--- src/rtl/uart_host_pkg.sv ---
// Shared types and baud-timing helpers for the host-side UART endpoint.
package uart_host_pkg;

    typedef enum logic [1:0] {
        TX_IDLE,
        TX_START,
        TX_DATA,
        TX_STOP
    } tx_state_t;

    typedef enum logic [2:0] {
        RX_IDLE,
        RX_START,
        RX_DATA,
        RX_STOP,
        RX_WAIT_HIGH
    } rx_state_t;

    function automatic int calc_symbol(input int clock_freq, input int baud_rate);
        return clock_freq / baud_rate;
    endfunction

    function automatic int calc_half(input int clock_freq, input int baud_rate);
        return calc_symbol(clock_freq, baud_rate) / 2;
    endfunction

endpackage

--- src/rtl/sync_fifo.sv ---
// Single-clock show-ahead FIFO; a push into a full FIFO succeeds only alongside a pop.
module sync_fifo #(
    parameter int WIDTH = 8,
    parameter int DEPTH = 8
) (
    input  logic             clk,
    input  logic             rst,
    input  logic             i_push,
    input  logic [WIDTH-1:0] i_data,
    input  logic             i_pop,
    output logic [WIDTH-1:0] o_data,
    output logic             o_full,
    output logic             o_empty
);

    localparam int AW = $clog2(DEPTH);

    logic [WIDTH-1:0] r_mem [DEPTH];
    logic [AW-1:0]    r_wr_ptr;
    logic [AW-1:0]    r_rd_ptr;
    logic [AW:0]      r_count;
    logic             w_do_push;
    logic             w_do_pop;

    assign o_full    = (r_count == (AW+1)'(DEPTH));
    assign o_empty   = (r_count == '0);
    assign w_do_pop  = i_pop && !o_empty;
    assign w_do_push = i_push && (!o_full || w_do_pop);
    // Empty reads as zero so the head is deterministic straight out of reset.
    assign o_data    = o_empty ? '0 : r_mem[r_rd_ptr];

    always_ff @(posedge clk) begin
        if (rst) begin
            r_wr_ptr <= '0;
            r_rd_ptr <= '0;
            r_count  <= '0;
        end else begin
            if (w_do_push) r_wr_ptr <= r_wr_ptr + AW'(1);
            if (w_do_pop)  r_rd_ptr <= r_rd_ptr + AW'(1);
            case ({w_do_push, w_do_pop})
                2'b10:   r_count <= r_count + (AW+1)'(1);
                2'b01:   r_count <= r_count - (AW+1)'(1);
                default: r_count <= r_count;
            endcase
        end
    end

    always_ff @(posedge clk) begin
        if (w_do_push) r_mem[r_wr_ptr] <= i_data;
    end

endmodule

--- src/rtl/uart_host_link.sv ---
// Host-side 8N1 UART endpoint: byte-stream TX serializer and RX deserializer with FIFOs.
module uart_host_link #(
    parameter int CLOCK_FREQ = 50_000_000,
    parameter int BAUD_RATE  = 115200,
    parameter int FIFO_DEPTH = 8
) (
    input  logic       clk,
    input  logic       rst,
    input  logic [7:0] tx_data,
    input  logic       tx_valid,
    output logic       tx_ready,
    output logic [7:0] rx_data,
    output logic       rx_valid,
    input  logic       rx_ready,
    output logic       serial_out,
    input  logic       serial_in,
    output logic       rx_overflow,
    output logic       frame_error
);

    import uart_host_pkg::*;

    localparam int SYMBOL = calc_symbol(CLOCK_FREQ, BAUD_RATE);
    localparam int HALF   = calc_half(CLOCK_FREQ, BAUD_RATE);
    localparam int CW     = $clog2(SYMBOL);
    localparam logic [CW-1:0] SYM_LAST  = CW'(SYMBOL - 1);
    localparam logic [CW-1:0] HALF_LAST = CW'(HALF - 1);

    tx_state_t     r_tx_state;
    logic [CW-1:0] r_tx_cnt;
    logic [2:0]    r_tx_bit;
    logic [7:0]    r_tx_shift;
    logic          r_serial_out;

    rx_state_t     r_rx_state;
    logic [CW-1:0] r_rx_cnt;
    logic [2:0]    r_rx_bit;
    logic [7:0]    r_rx_shift;
    logic          r_rx_meta;
    logic          r_rx_sync;
    logic          r_rx_overflow;
    logic          r_frame_error;

    logic       w_tx_full;
    logic       w_tx_empty;
    logic [7:0] w_tx_head;
    logic       w_tx_pop;
    logic       w_rx_full;
    logic       w_rx_empty;
    logic       w_rx_push;
    logic       w_rx_pop;

    assign tx_ready    = !w_tx_full;
    assign rx_valid    = !w_rx_empty;
    assign serial_out  = r_serial_out;
    assign rx_overflow = r_rx_overflow;
    assign frame_error = r_frame_error;

    assign w_tx_pop  = !w_tx_empty &&
                       ((r_tx_state == TX_IDLE) ||
                        (r_tx_state == TX_STOP && r_tx_cnt == SYM_LAST));
    assign w_rx_push = (r_rx_state == RX_STOP) && (r_rx_cnt == SYM_LAST) && r_rx_sync;
    assign w_rx_pop  = rx_ready && !w_rx_empty;

    sync_fifo #(.WIDTH(8), .DEPTH(FIFO_DEPTH)) u_tx_fifo (
        .clk     (clk),
        .rst     (rst),
        .i_push  (tx_valid && !w_tx_full),
        .i_data  (tx_data),
        .i_pop   (w_tx_pop),
        .o_data  (w_tx_head),
        .o_full  (w_tx_full),
        .o_empty (w_tx_empty)
    );

    sync_fifo #(.WIDTH(8), .DEPTH(FIFO_DEPTH)) u_rx_fifo (
        .clk     (clk),
        .rst     (rst),
        .i_push  (w_rx_push),
        .i_data  (r_rx_shift),
        .i_pop   (rx_ready),
        .o_data  (rx_data),
        .o_full  (w_rx_full),
        .o_empty (w_rx_empty)
    );

    // TX: the line level is registered from the state, so it trails the FSM by one cycle.
    always_ff @(posedge clk) begin
        if (rst) begin
            r_tx_state   <= TX_IDLE;
            r_tx_cnt     <= '0;
            r_tx_bit     <= '0;
            r_serial_out <= 1'b1;
        end else begin
            case (r_tx_state)
                TX_START: r_serial_out <= 1'b0;
                TX_DATA:  r_serial_out <= r_tx_shift[r_tx_bit];
                default:  r_serial_out <= 1'b1;
            endcase
            if (w_tx_pop) r_tx_shift <= w_tx_head;
            case (r_tx_state)
                TX_IDLE: begin
                    if (!w_tx_empty) begin
                        r_tx_state <= TX_START;
                        r_tx_cnt   <= '0;
                    end
                end
                TX_START: begin
                    if (r_tx_cnt == SYM_LAST) begin
                        r_tx_cnt   <= '0;
                        r_tx_bit   <= '0;
                        r_tx_state <= TX_DATA;
                    end else begin
                        r_tx_cnt <= r_tx_cnt + CW'(1);
                    end
                end
                TX_DATA: begin
                    if (r_tx_cnt == SYM_LAST) begin
                        r_tx_cnt <= '0;
                        if (r_tx_bit == 3'd7) r_tx_state <= TX_STOP;
                        else                  r_tx_bit   <= r_tx_bit + 3'd1;
                    end else begin
                        r_tx_cnt <= r_tx_cnt + CW'(1);
                    end
                end
                TX_STOP: begin
                    if (r_tx_cnt == SYM_LAST) begin
                        r_tx_cnt   <= '0;
                        r_tx_state <= w_tx_empty ? TX_IDLE : TX_START;
                    end else begin
                        r_tx_cnt <= r_tx_cnt + CW'(1);
                    end
                end
                default: r_tx_state <= TX_IDLE;
            endcase
        end
    end

    // RX: synchronizer resets high so a reset never looks like a start bit.
    always_ff @(posedge clk) begin
        if (rst) begin
            r_rx_meta     <= 1'b1;
            r_rx_sync     <= 1'b1;
            r_rx_state    <= RX_IDLE;
            r_rx_cnt      <= '0;
            r_rx_bit      <= '0;
            r_rx_overflow <= 1'b0;
            r_frame_error <= 1'b0;
        end else begin
            r_rx_meta <= serial_in;
            r_rx_sync <= r_rx_meta;
            if (w_rx_push && w_rx_full && !w_rx_pop) r_rx_overflow <= 1'b1;
            case (r_rx_state)
                RX_IDLE: begin
                    if (!r_rx_sync) begin
                        r_rx_state <= RX_START;
                        r_rx_cnt   <= '0;
                    end
                end
                RX_START: begin
                    if (r_rx_cnt == HALF_LAST) begin
                        r_rx_cnt <= '0;
                        r_rx_bit <= '0;
                        r_rx_state <= r_rx_sync ? RX_IDLE : RX_DATA;
                    end else begin
                        r_rx_cnt <= r_rx_cnt + CW'(1);
                    end
                end
                RX_DATA: begin
                    if (r_rx_cnt == SYM_LAST) begin
                        r_rx_cnt   <= '0;
                        r_rx_shift <= {r_rx_sync, r_rx_shift[7:1]};
                        if (r_rx_bit == 3'd7) r_rx_state <= RX_STOP;
                        else                  r_rx_bit   <= r_rx_bit + 3'd1;
                    end else begin
                        r_rx_cnt <= r_rx_cnt + CW'(1);
                    end
                end
                RX_STOP: begin
                    if (r_rx_cnt == SYM_LAST) begin
                        r_rx_cnt <= '0;
                        if (r_rx_sync) begin
                            r_rx_state <= RX_IDLE;
                        end else begin
                            r_frame_error <= 1'b1;
                            r_rx_state    <= RX_WAIT_HIGH;
                        end
                    end else begin
                        r_rx_cnt <= r_rx_cnt + CW'(1);
                    end
                end
                RX_WAIT_HIGH: begin
                    if (r_rx_sync) r_rx_state <= RX_IDLE;
                end
                default: r_rx_state <= RX_IDLE;
            endcase
        end
    end

endmodule

--- config.mk ---
export PLATFORM = sky130hd
export DESIGN_NAME = uart_host_link
export DESIGN_NICKNAME = d
export VERILOG_FILES = /design/src/rtl/uart_host_pkg.sv /design/src/rtl/sync_fifo.sv /design/src/rtl/uart_host_link.sv
export SDC_FILE = /design/constraint.sdc
export NUM_CORES = 1
export LEC_CHECK = 0
export ABC_CLOCK_PERIOD_IN_PS = 9750
export BUFFER_PORTS_ARGS = -buffer_cell sky130_fd_sc_hd__buf_2
export CORE_MARGIN = 5
export CORE_UTILIZATION = 50
export CTS_BUF_LIST = sky130_fd_sc_hd__clkbuf_4 sky130_fd_sc_hd__clkbuf_8 sky130_fd_sc_hd__clkbuf_16
export DETAILED_ROUTE_END_ITERATION = 6
export PLACE_DENSITY = 0.66
export SLEW_MARGIN = 20
export SYNTH_ARGS = -nofsm -noshare
export SYNTH_HDL_FRONTEND = slang
export SYNTH_HIERARCHICAL = 1
export SYNTH_SLANG_ARGS = --single-unit
--- constraint.sdc ---
create_clock -name clk -period 9.75 [get_ports clk]
set_input_delay 1.4625 -clock clk [delete_from_list [all_inputs] [get_ports clk]]
set_output_delay 1.4625 -clock clk [all_outputs]
set_load 0.005 [all_outputs]
==> results of run 1 <==
==> registers in the layout, indices dropped and copies added (netlist names), 4 cells and up, named ones only <==
register / cells
r_rx_shift: 8
r_tx_shift: 8
u_rx_fifo/r_count: 4
u_tx_fifo/r_mem: 64
u_rx_fifo/r_mem: 64
r_tx_cnt: 9
u_tx_fifo/r_count: 4
r_rx_cnt: 9
==> final cells by class <==
cell class              count  share of cell area [%]
clock inverters            10                  0.5075
well taps                 225                   2.855
inverters                  18                  0.6852
multi-input cells         372                   32.10
repair buffers             33                   1.878
flip-flops and latches    204                   56.06
clock buffers              27                   5.913
==> per-stage QoR <==
| step | utilization, % | area (um2) | power (mW) | hold WS (ns) | setup slack (ns) |
|---|---|---|---|---|---|
| after global placement | 53.12 | 9220 | 1.589 | 0.4322 | 6.128 |
| after floorplan | - | 8895 | 1.470 | 0.3895 | 6.439 |
| after CTS | 56.77 | 9853 | 2.334 | 0.4399 | 5.677 |
| after global routing | 56.81 | 9861 | 2.435 | 0.4521 | 5.554 |
| final | 56.81 | 9861 | 2.306 | 0.4417 | 5.900 |
| after detailed placement | 53.12 | 9220 | 1.605 | 0.4242 | 5.929 |
==> logic make-up (layout without fill, tap and decap cells) <==
kind of cell	after synthesis	in the layout	share of synthesized area, %
adder cells (fa/ha/maj)	24	24	3.545
multiplexers	62	62	11.76
AO/OA/AOI/OAI	85	85	7.076
flip-flops	204	204	62.12
AND/OR/NAND/NOR	184	184	11.37
buffers and inverters	47	88	2.462
XOR/XNOR	17	17	1.674
==> placed cells by master, fill, tap and decap left out, types with 6 or more instances in the layout <==
| master | netlist | final |
|---|---|---|
| nor2_1 | 61 | 61 |
| nand3b_1 | 6 | 6 |
| o21ai_0 | 11 | 11 |
| nand2_1 | 21 | 21 |
| and3_1 | 6 | 6 |
| dfxtp_1 | 60 | 58 |
| clkbuf_16 | 0 | 21 |
| nand2b_1 | 16 | 16 |
| nor3_1 | 14 | 11 |
| a311oi_1 | 7 | 7 |
| xnor2_1 | 7 | 7 |
| a211oi_1 | 6 | 6 |
| inv_1 | 18 | 18 |
| a21oi_1 | 15 | 15 |
| mux4_2 | 34 | 34 |
| buf_4 | 2 | 8 |
| edfxtp_1 | 144 | 144 |
| nand3_1 | 17 | 17 |
| o211ai_1 | 6 | 6 |
| xor2_1 | 10 | 10 |
| ha_1 | 22 | 22 |
| mux2i_1 | 28 | 28 |
| buf_2 | 8 | 25 |
==> Yosys cell counts, types with 8 or more instances <==
library cell and instances:
a21oi_1 15, clkbuf_1 10, o21ai_0 11, nor2_1 61, nand3_1 17, mux4_2 34, mux2i_1 28, ha_1 22
edfxtp_1 144, inv_1 18, nand2_1 21, nand2b_1 16, nor3_1 14, xor2_1 10, dfxtp_1 60, buf_2 8
==> worst max-delay path, delay by kind of cell, from the launching register on <==
family / cells / cell delay (ns)
flip-flops: 1 / 0.38
AO/OA/AOI/OAI: 5 / 1.16
adder cells (fa/ha/maj): 1 / 0.26
AND/OR/NAND/NOR: 4 / 1.87
buffers and inverters: 1 / 0.09
==> report_power, final <==
group          switching (mW)  internal, mW
registers              0.0829         0.992
clock network           0.304         0.422
logic                   0.258         0.247
total                   0.645          1.66
==> per-layer routing <==
layer  share of wire [%]  track usage (%)
met1                  46            21.41
met2                  49            26.48
met3                 3.0            2.130
met4                 2.0            4.212
met5                   0                0
==> worst max-delay path by stage <==
stage | depth (start not counted) | slack (ns) | startpoint | end
after floorplan | 12 | 6.44 | r_tx_cnt[3] | u_tx_fifo/r_count[3]
after global placement | 11 | 6.13 | r_tx_cnt[3] | u_tx_fifo/r_count[3]
after detailed placement | 11 | 5.93 | r_tx_cnt[3] | u_tx_fifo/r_count[3]
after CTS | 4 | 5.68 | flop | rx_data[6]
after global routing | 11 | 5.55 | r_tx_cnt[3] | u_tx_fifo/r_count[3]
final | 11 | 5.90 | r_tx_cnt[3] | u_tx_fifo/r_count[3]
==> impl_metrics.toml, run 1 <==
[critical_path]
worst_setup_path_end_kind = "flop"
worst_r2r_path_depth = 11
critPathKind = "reg2reg"
r2r_start = "r_tx_cnt[3]"
path_max_fanout = 13
critPathSlowestCell = "nor3_1"
start_kind = "flop"
r2r-end = "u_tx_fifo/r_count[3]"
arrival_ns = 4.25
cpPeakStageDelay_ns = 0.66
path_cells = "or4b_4 > o21ba_1 > nor3_1 > o21ai_1 > or2_2 > inv_1 > ha_1 > a21oi_1 > nor4bb_1 > o21bai_1 > a31oi_1"
critPathRequiredTime_ns = 10.15
ff2ff_setup_slack_ns = 5.90

[sta]
rsz0062_at_grt = "false"
min_period_ns = 3.850
finalCritPeriodShare_pct = 39.49
finalSetupViolCount = 0
drv_slew = 0
relSlewSlack_pct = 27.98
tightest_slew_ns = 1.072
fmax_mhz = 259.8
tns_ns = 0
skew_ns = 0.007534
final-hold-violation-count = 0

[detailed_routing]
route.detailed.drc = 0
wire_per_inst_um = 17.71
detail_route.first_pass.iterations = 4
wl_mm = 15.75
num_vias = 5081
drtIter0Drc = 350
ant_nets = 0
vias_per_cell = 5.715

[layout]
antenna_cells = 0
layout-drive-gt1-share_pct = 19.13
multi_input_area_um2 = 3166
fin_cells = 889
fin_nets = 687
area_delta_synth_final_pct = 10.86
regArea_um2 = 5528
fillers = 1368

[hold_path]
hp-start = "r_rx_meta"
hold_depth = 1
worstHoldPathType = "reg2reg"
min_to = "r_rx_sync"

[global_routing]
grt_pass1_wl_mm = 25.90
grt_usage_pct = 15.63
grt_max_degree = 50
antenna_found_initial = 0
grt_overflow = 0
grt_pass1_vias = 5077

[yosys]
synthDominantAreaCellType = "edfxtp_1"
yosysWarnings = 6
synthCells = 623
synth_ff_type = "edfxtp_1"
synth_edf_count = 144
netlist_area_um2 = 8895
post_synth_num_cell_types = 71
yosys_register_bits = 204
synth_seq_area_share_pct = 62.12
async_reset_ff_share_pct = 0
yosys-top-cells-area = "edfxtp_1, dfxtp_1, mux4_2, mux2i_1, ha_1"
syn_avg_cell_area_um2 = 14.28
synth_nets = 660
yosysTopAreaCellShare_pct = 48.61

[die]
die_area_um2 = 20560
core_region_area_um2 = 17360
fp.dieH_um = 143.4
num_rows = 48
die_x_um = 143.4
io_pins = 26
start_util_pct = 51.25

[clock_network]
clkLatencyLatePin_ns = 0.48
cts_resized = 0
cts.sinks = 204
htreeDepth = 1
cts.reportedPaths.clkPinSlew_ns = 0.06
hold_buffers = 0
postCtsSetupBuffers = 0
cts_buffers = 21
cts_tree = "yes"
cts_root_buffer = "clkbuf_16"
clockBufferDepth = 3

[placed_design]
place_congestion = 0.7470
hpwl_mm = 10.56
io_buffers = 25
place_inst = 852

[power_and_ir_drop]
leakagePower_nw = 3.299
power_density_nw_per_um2 = 233.9
ir_drop_mv = 0.1776

[flow_run]
cap_violations = 0

[status]
outcome = "complete, no violations"
(Power assumes the default switching activity.)
==> run 2, diff against run 1 <==
- ABC_CLOCK_PERIOD_IN_PS: 9750 -> 3810
- clock period: 9.75 -> 3.81 ns (I/O delays scaled with it)
==> run 2 against run 1 <==
Compared with the run above: sequential share of layout area fell by 1.2 points; largest cell class unchanged; wire length rose by 2.5%; sequential power rose to 2.5 times the previous value; combinational power rose to 2.7 times the previous value; design area rose by 2.2%; critical path type unchanged.
==> impl_metrics.toml, run 2 (synthesis results as in run 1) <==
[power_and_ir_drop]
power_density_nw_per_um2 = 619.2
leakagePower_nw = 3.426
ir_drop_mv = 0.4737
total_power_mw = 6.242

[critical_path]
worst_r2r_path_depth = 11
critPathSlowestCell = "or4b_4"
worst_setup_path_end_kind = "flop"
cpPeakStageDelay_ns = 0.58
critPathCapture = "u_tx_fifo/r_count[3]"
arrival_ns = 3.59
critPathRequiredTime_ns = 4.22
crit_start = "r_tx_cnt[2]"
r2r_start = "r_tx_cnt[2]"
path_cells = "or4b_4 > o21ba_1 > nor3_1 > o21ai_1 > or2_2 > inv_1 > ha_1 > a21oi_1 > nor4bb_1 > o21bai_1 > a31oi_1"
start_kind = "flop"
path_max_fanout = 6
r2r-end = "u_tx_fifo/r_count[3]"
ff2ff_setup_slack_ns = 0.64
critPathKind = "reg2reg"

[die]
start_util_pct = 51.25
fp.dieH_um = 143.4
core_region_area_um2 = 17360
io_pins = 26
num_rows = 48
die_area_um2 = 20560
die_x_um = 143.4

[placed_design]
place_inst = 867
place_area_um2 = 9323
place_congestion = 0.7432
hpwl_mm = 10.89
io_buffers = 25

[detailed_routing]
vias_per_cell = 5.693
drtIter0Drc = 281
wl_mm = 16.14
route.detailed.drc = 0
detail_route.first_pass.iterations = 4
ant_nets = 0
wire_per_inst_um = 17.80
num_vias = 5164

[sta]
skew_ns = 0.01116
tightest_slew_ns = 0.8648
finalCritPeriodShare_pct = 83.33
fmax_mhz = 315.0
finalSetupViolCount = 0
relSlewSlack_pct = 41.87
rsz0062_at_grt = "false"
drv_slew = 0
final-hold-violation-count = 0
tns_ns = 0
min_period_ns = 3.175

[global_routing]
grt_max_degree = 34
grt_usage_pct = 16.02
grt_overflow = 0
grt_pass1_wl_mm = 26.38
grt_pass1_vias = 5272
antenna_found_initial = 0

[layout]
final_cell_mix = "edfxtp_1, nor2_1, dfxtp_1"
fin_nets = 703
area_delta_synth_final_pct = 13.33
final_area_um2 = 10080
layout-drive-gt1-share_pct = 21.11
antenna_cells = 0
fin_cells = 907
final_common_cell = "edfxtp_1"
largest_registers = "u_rx_fifo/r_mem (64), u_tx_fifo/r_mem (64)"

[clock_network]
cts_resized = 0
cts.reportedPaths.clkPinSlew_ns = 0.06
cts_root_buffer = "clkbuf_16"
clockBufferDepth = 3
clkLatencyLatePin_ns = 0.49
cts_tree = "yes"
cts_buffers = 22
postCtsSetupBuffers = 0
hold_buffers = 0
htreeDepth = 1
cts.sinks = 204

[flow_run]
cap_violations = 0

[hold_path]
worstHoldPathType = "in2reg"

[status]
outcome = "complete, no violations"
-- run 2: worst max-delay path: cells and delay by family, from the launching register on --
family | cells | cell delay [ns]
compound gates | 5 | 0.96
fa+ha+maj | 1 | 0.27
buf+inv | 1 | 0.09
flops | 1 | 0.36
simple gates | 4 | 1.42
-- run 2: layout make-up --
| class | instances | area [um2] |
|---|---|---|
| fillers | 1354 | 7276 |
| flip-flops and latches | 204 | 5527 |
| clock inverters | 14 | 158.9 |
| inverters | 18 | 67.56 |
| clock buffers | 26 | 598.1 |
| repair buffers | 48 | 297.8 |
| well taps | 225 | 281.5 |
| multi-input cells | 372 | 3151 |
-- run 2: metrics by stage --
stage / utilization, % / hold slack, ns / setup WS [ns]
final: 58.08 / 0.2810 / 0.6351
after global routing: 58.08 / 0.2715 / 0.3958
after CTS: 58.07 / 0.2606 / 0.6240
after detailed placement: 53.71 / 0.4577 / 0.6290
after global placement: 53.71 / 0.4485 / 0.8220
after floorplan: - / 0.3895 / 0.4992
-- run 2: power breakdown --
part | leakage [nW] | internal (mW) | switching [mW] | total (mW)
Combinational | 1.26 | 0.660 | 0.715 | 1.38
Sequential | 1.79 | 2.54 | 0.170 | 2.71
Clock | 0.371 | 1.33 | 0.827 | 2.16
-- run 2: layer usage --
metal  routed length (um)  track usage [%]
met4                  481            5.253
met1                 6980            20.85
met5                    0                0
met3                  578            2.662
met2                 8101            27.54
-- run 2: how the worst min path moves through the flow --
stage             endpoint  cells after the start  slack [ns]         from
2_1_floorplan    r_rx_sync                      1        0.39    r_rx_meta
3_3_place_gp   r_rx_bit[1]                      2        0.45  r_rx_bit[1]
3_5_place_dp   r_rx_bit[2]                      2        0.46  r_rx_bit[2]
4_1_cts          r_rx_meta                      2        0.26    serial_in
5_1_grt          r_rx_meta                      2        0.27    serial_in
6_report         r_rx_meta                      2        0.28    serial_in
==> run 3, diff against run 2 <==
- ABC_CLOCK_PERIOD_IN_PS: 3810 -> 2690
- PLACE_DENSITY: 0.66 -> 0.69
- clock period: 3.81 -> 2.69 ns (I/O delays scaled with it)
==> run 3 against run 2 <==
Compared with the run above: core utilization up 1.4 points; largest cell class unchanged; first-iteration DRC count down 5.0%; clock-buffer cell count unchanged; final cell count up 1.9%; critical endpoint unchanged; critical path type unchanged; global-route usage up 0.69 points; highest routed layer unchanged; hold slack worse by 0.18 ns.
==> impl_metrics.toml, run 3 (synthesis results as in run 1) <==
[sta]
relSlewSlack_pct = 45.63
rsz0062_at_grt = "true"
tightest_slew_ns = 0.8144
finalSetupViolCount = 0
fmax_mhz = 374.8
holdWs_ns = 0.09888
finalCritPeriodShare_pct = 99.19
final.setup.worst_slack_ns = 0.02189
min_period_ns = 2.668
skew_ns = 0.01365
drv_slew = 0
final-hold-violation-count = 0

[critical_path]
r2r-end = "u_tx_fifo/r_count[3]"
critPathKind = "reg2reg"
crit_start = "r_tx_cnt[3]"
path_max_fanout = 4
worst_setup_path_end_kind = "flop"
worst_r2r_path_depth = 11
critPathCapture = "u_tx_fifo/r_count[3]"
start_kind = "flop"
r2r_start = "r_tx_cnt[3]"
arrival_ns = 3.08
ff2ff_setup_slack_ns = 0.02
critPathRequiredTime_ns = 3.10

[detailed_routing]
vias_per_cell = 5.748
detail_route.first_pass.iterations = 5
wl_mm = 16.56
wire_per_inst_um = 17.92
route.detailed.drc = 0
ant_nets = 0
drtIter0Drc = 267
num_vias = 5311

[clock_network]
cts.sinks = 204
hold_buffers = 0
clkLatencyLatePin_ns = 0.49
htreeDepth = 1
cts.reportedPaths.clkPinSlew_ns = 0.06
clockBufferDepth = 3
cts_tree = "yes"
cts_root_buffer = "clkbuf_16"
cts_buffers = 22

[global_routing]
grt_usage_pct = 16.70
antenna_found_initial = 0
grt_max_degree = 29
grt_pass1_vias = 5459
grt_overflow = 0
grt_pass1_wl_mm = 27.83

[die]
num_rows = 48
start_util_pct = 51.25
io_pins = 26
die_area_um2 = 20560
core_region_area_um2 = 17360
fp.dieH_um = 143.4
die_x_um = 143.4

[power_and_ir_drop]
total_power_mw = 8.787
power_density_nw_per_um2 = 851.0
ir_drop_mv = 0.6379
leakagePower_nw = 3.528

[layout]
largest_registers = "u_rx_fifo/r_mem (64), u_tx_fifo/r_mem (64)"
final_common_cell = "edfxtp_1"
fin_nets = 721
area_delta_synth_final_pct = 16.08
antenna_cells = 0
layout-drive-gt1-share_pct = 26.75
final_cell_mix = "edfxtp_1, nor2_1, dfxtp_1"

[placed_design]
hpwl_mm = 11.04
place_congestion = 0.7259
io_buffers = 25
dp_slack_ns = -0.06340

[flow_run]
cap_violations = 0

[status]
outcome = "complete, no violations"

[hold_path]
worstHoldPathType = "in2reg"
## run 3: changes by cell type in the layout (fill, tap and decap cells not counted), moves of 3 or more
cell,before,now
buf_4,23,41
nor3_1,14,9
nor3_2,1,5
bufinv_16,3,0
dfxtp_1,59,56
dfxtp_2,1,4
ha_1,22,19
ha_4,0,3
inv_1,18,15
## run 3: critical path, cell delays in order, from the launching register on
cell,delay [ns]
dfxtp_2,0.32
or4b_4,0.54
o21ba_4,0.22
nor3_4,0.18
o21ai_2,0.10
or2_4,0.28
inv_4,0.08
ha_4,0.21
nand3_4,0.10
nor4bb_4,0.29
o21bai_1,0.09
a31oi_1,0.16
## run 3: worst min-delay path by stage
stage	startpoint	to	slack, ns	cells past startpoint
2_1_floorplan	r_rx_meta	r_rx_sync	0.39	1
3_3_place_gp	r_rx_meta	r_rx_sync	0.44	1
3_5_place_dp	r_rx_meta	r_rx_sync	0.44	1
4_1_cts	serial_in	r_rx_meta	0.09	2
5_1_grt	serial_in	r_rx_meta	0.08	2
6_report	serial_in	r_rx_meta	0.1	2
## run 3: timing repair
item,CTS,global route
pin swaps,0,8
gates resized for setup,5,12
endpoints found under the setup margin,1,2
setup buffers,0,5
## run 3: power by group
group | internal (mW) | switching [mW] | total [mW]
clock network | 1.61 | 1.18 | 2.79
registers | 3.59 | 0.199 | 3.79
logic | 1.06 | 1.15 | 2.21
total | 6.26 | 2.53 | 8.79
## run 3: area by class of cell
type | count | area (um2)
clock buffers | 26 | 598.1
clock inverters | 13 | 90.09
inverters | 18 | 70.07
multi-input cells | 372 | 3322
repair buffers | 66 | 432.9
fillers | 1321 | 7032
well taps | 225 | 281.5
flip-flops and latches | 204 | 5530
## run 3: through the flow
step | utilization [%] | TNS (ns) | area (um2) | cells
floorplan | - | -0.2531 | 9006 | 623
global placement | 54.86 | 0 | 9522 | 880
detailed placement | 54.86 | -0.06340 | 9522 | 880
CTS | 58.96 | 0 | 10230 | 919
global route | 59.49 | -0.08498 | 10320 | 924
finish | 59.49 | 0 | 10320 | 924
## run 3: metal layers
layer / wire length [um] / up-vias / share of wire (%) / GRT usage (%)
met3: 577 / 24 / 3.5 / 2.429
met5: 0 / - / 0 / 0
met4: 297 / 0 / 1.8 / 4.410
met2: 8708 / 108 / 53 / 29.46
met1: 6976 / 2655 / 42 / 21.80
li1: - / 2524 / - / -
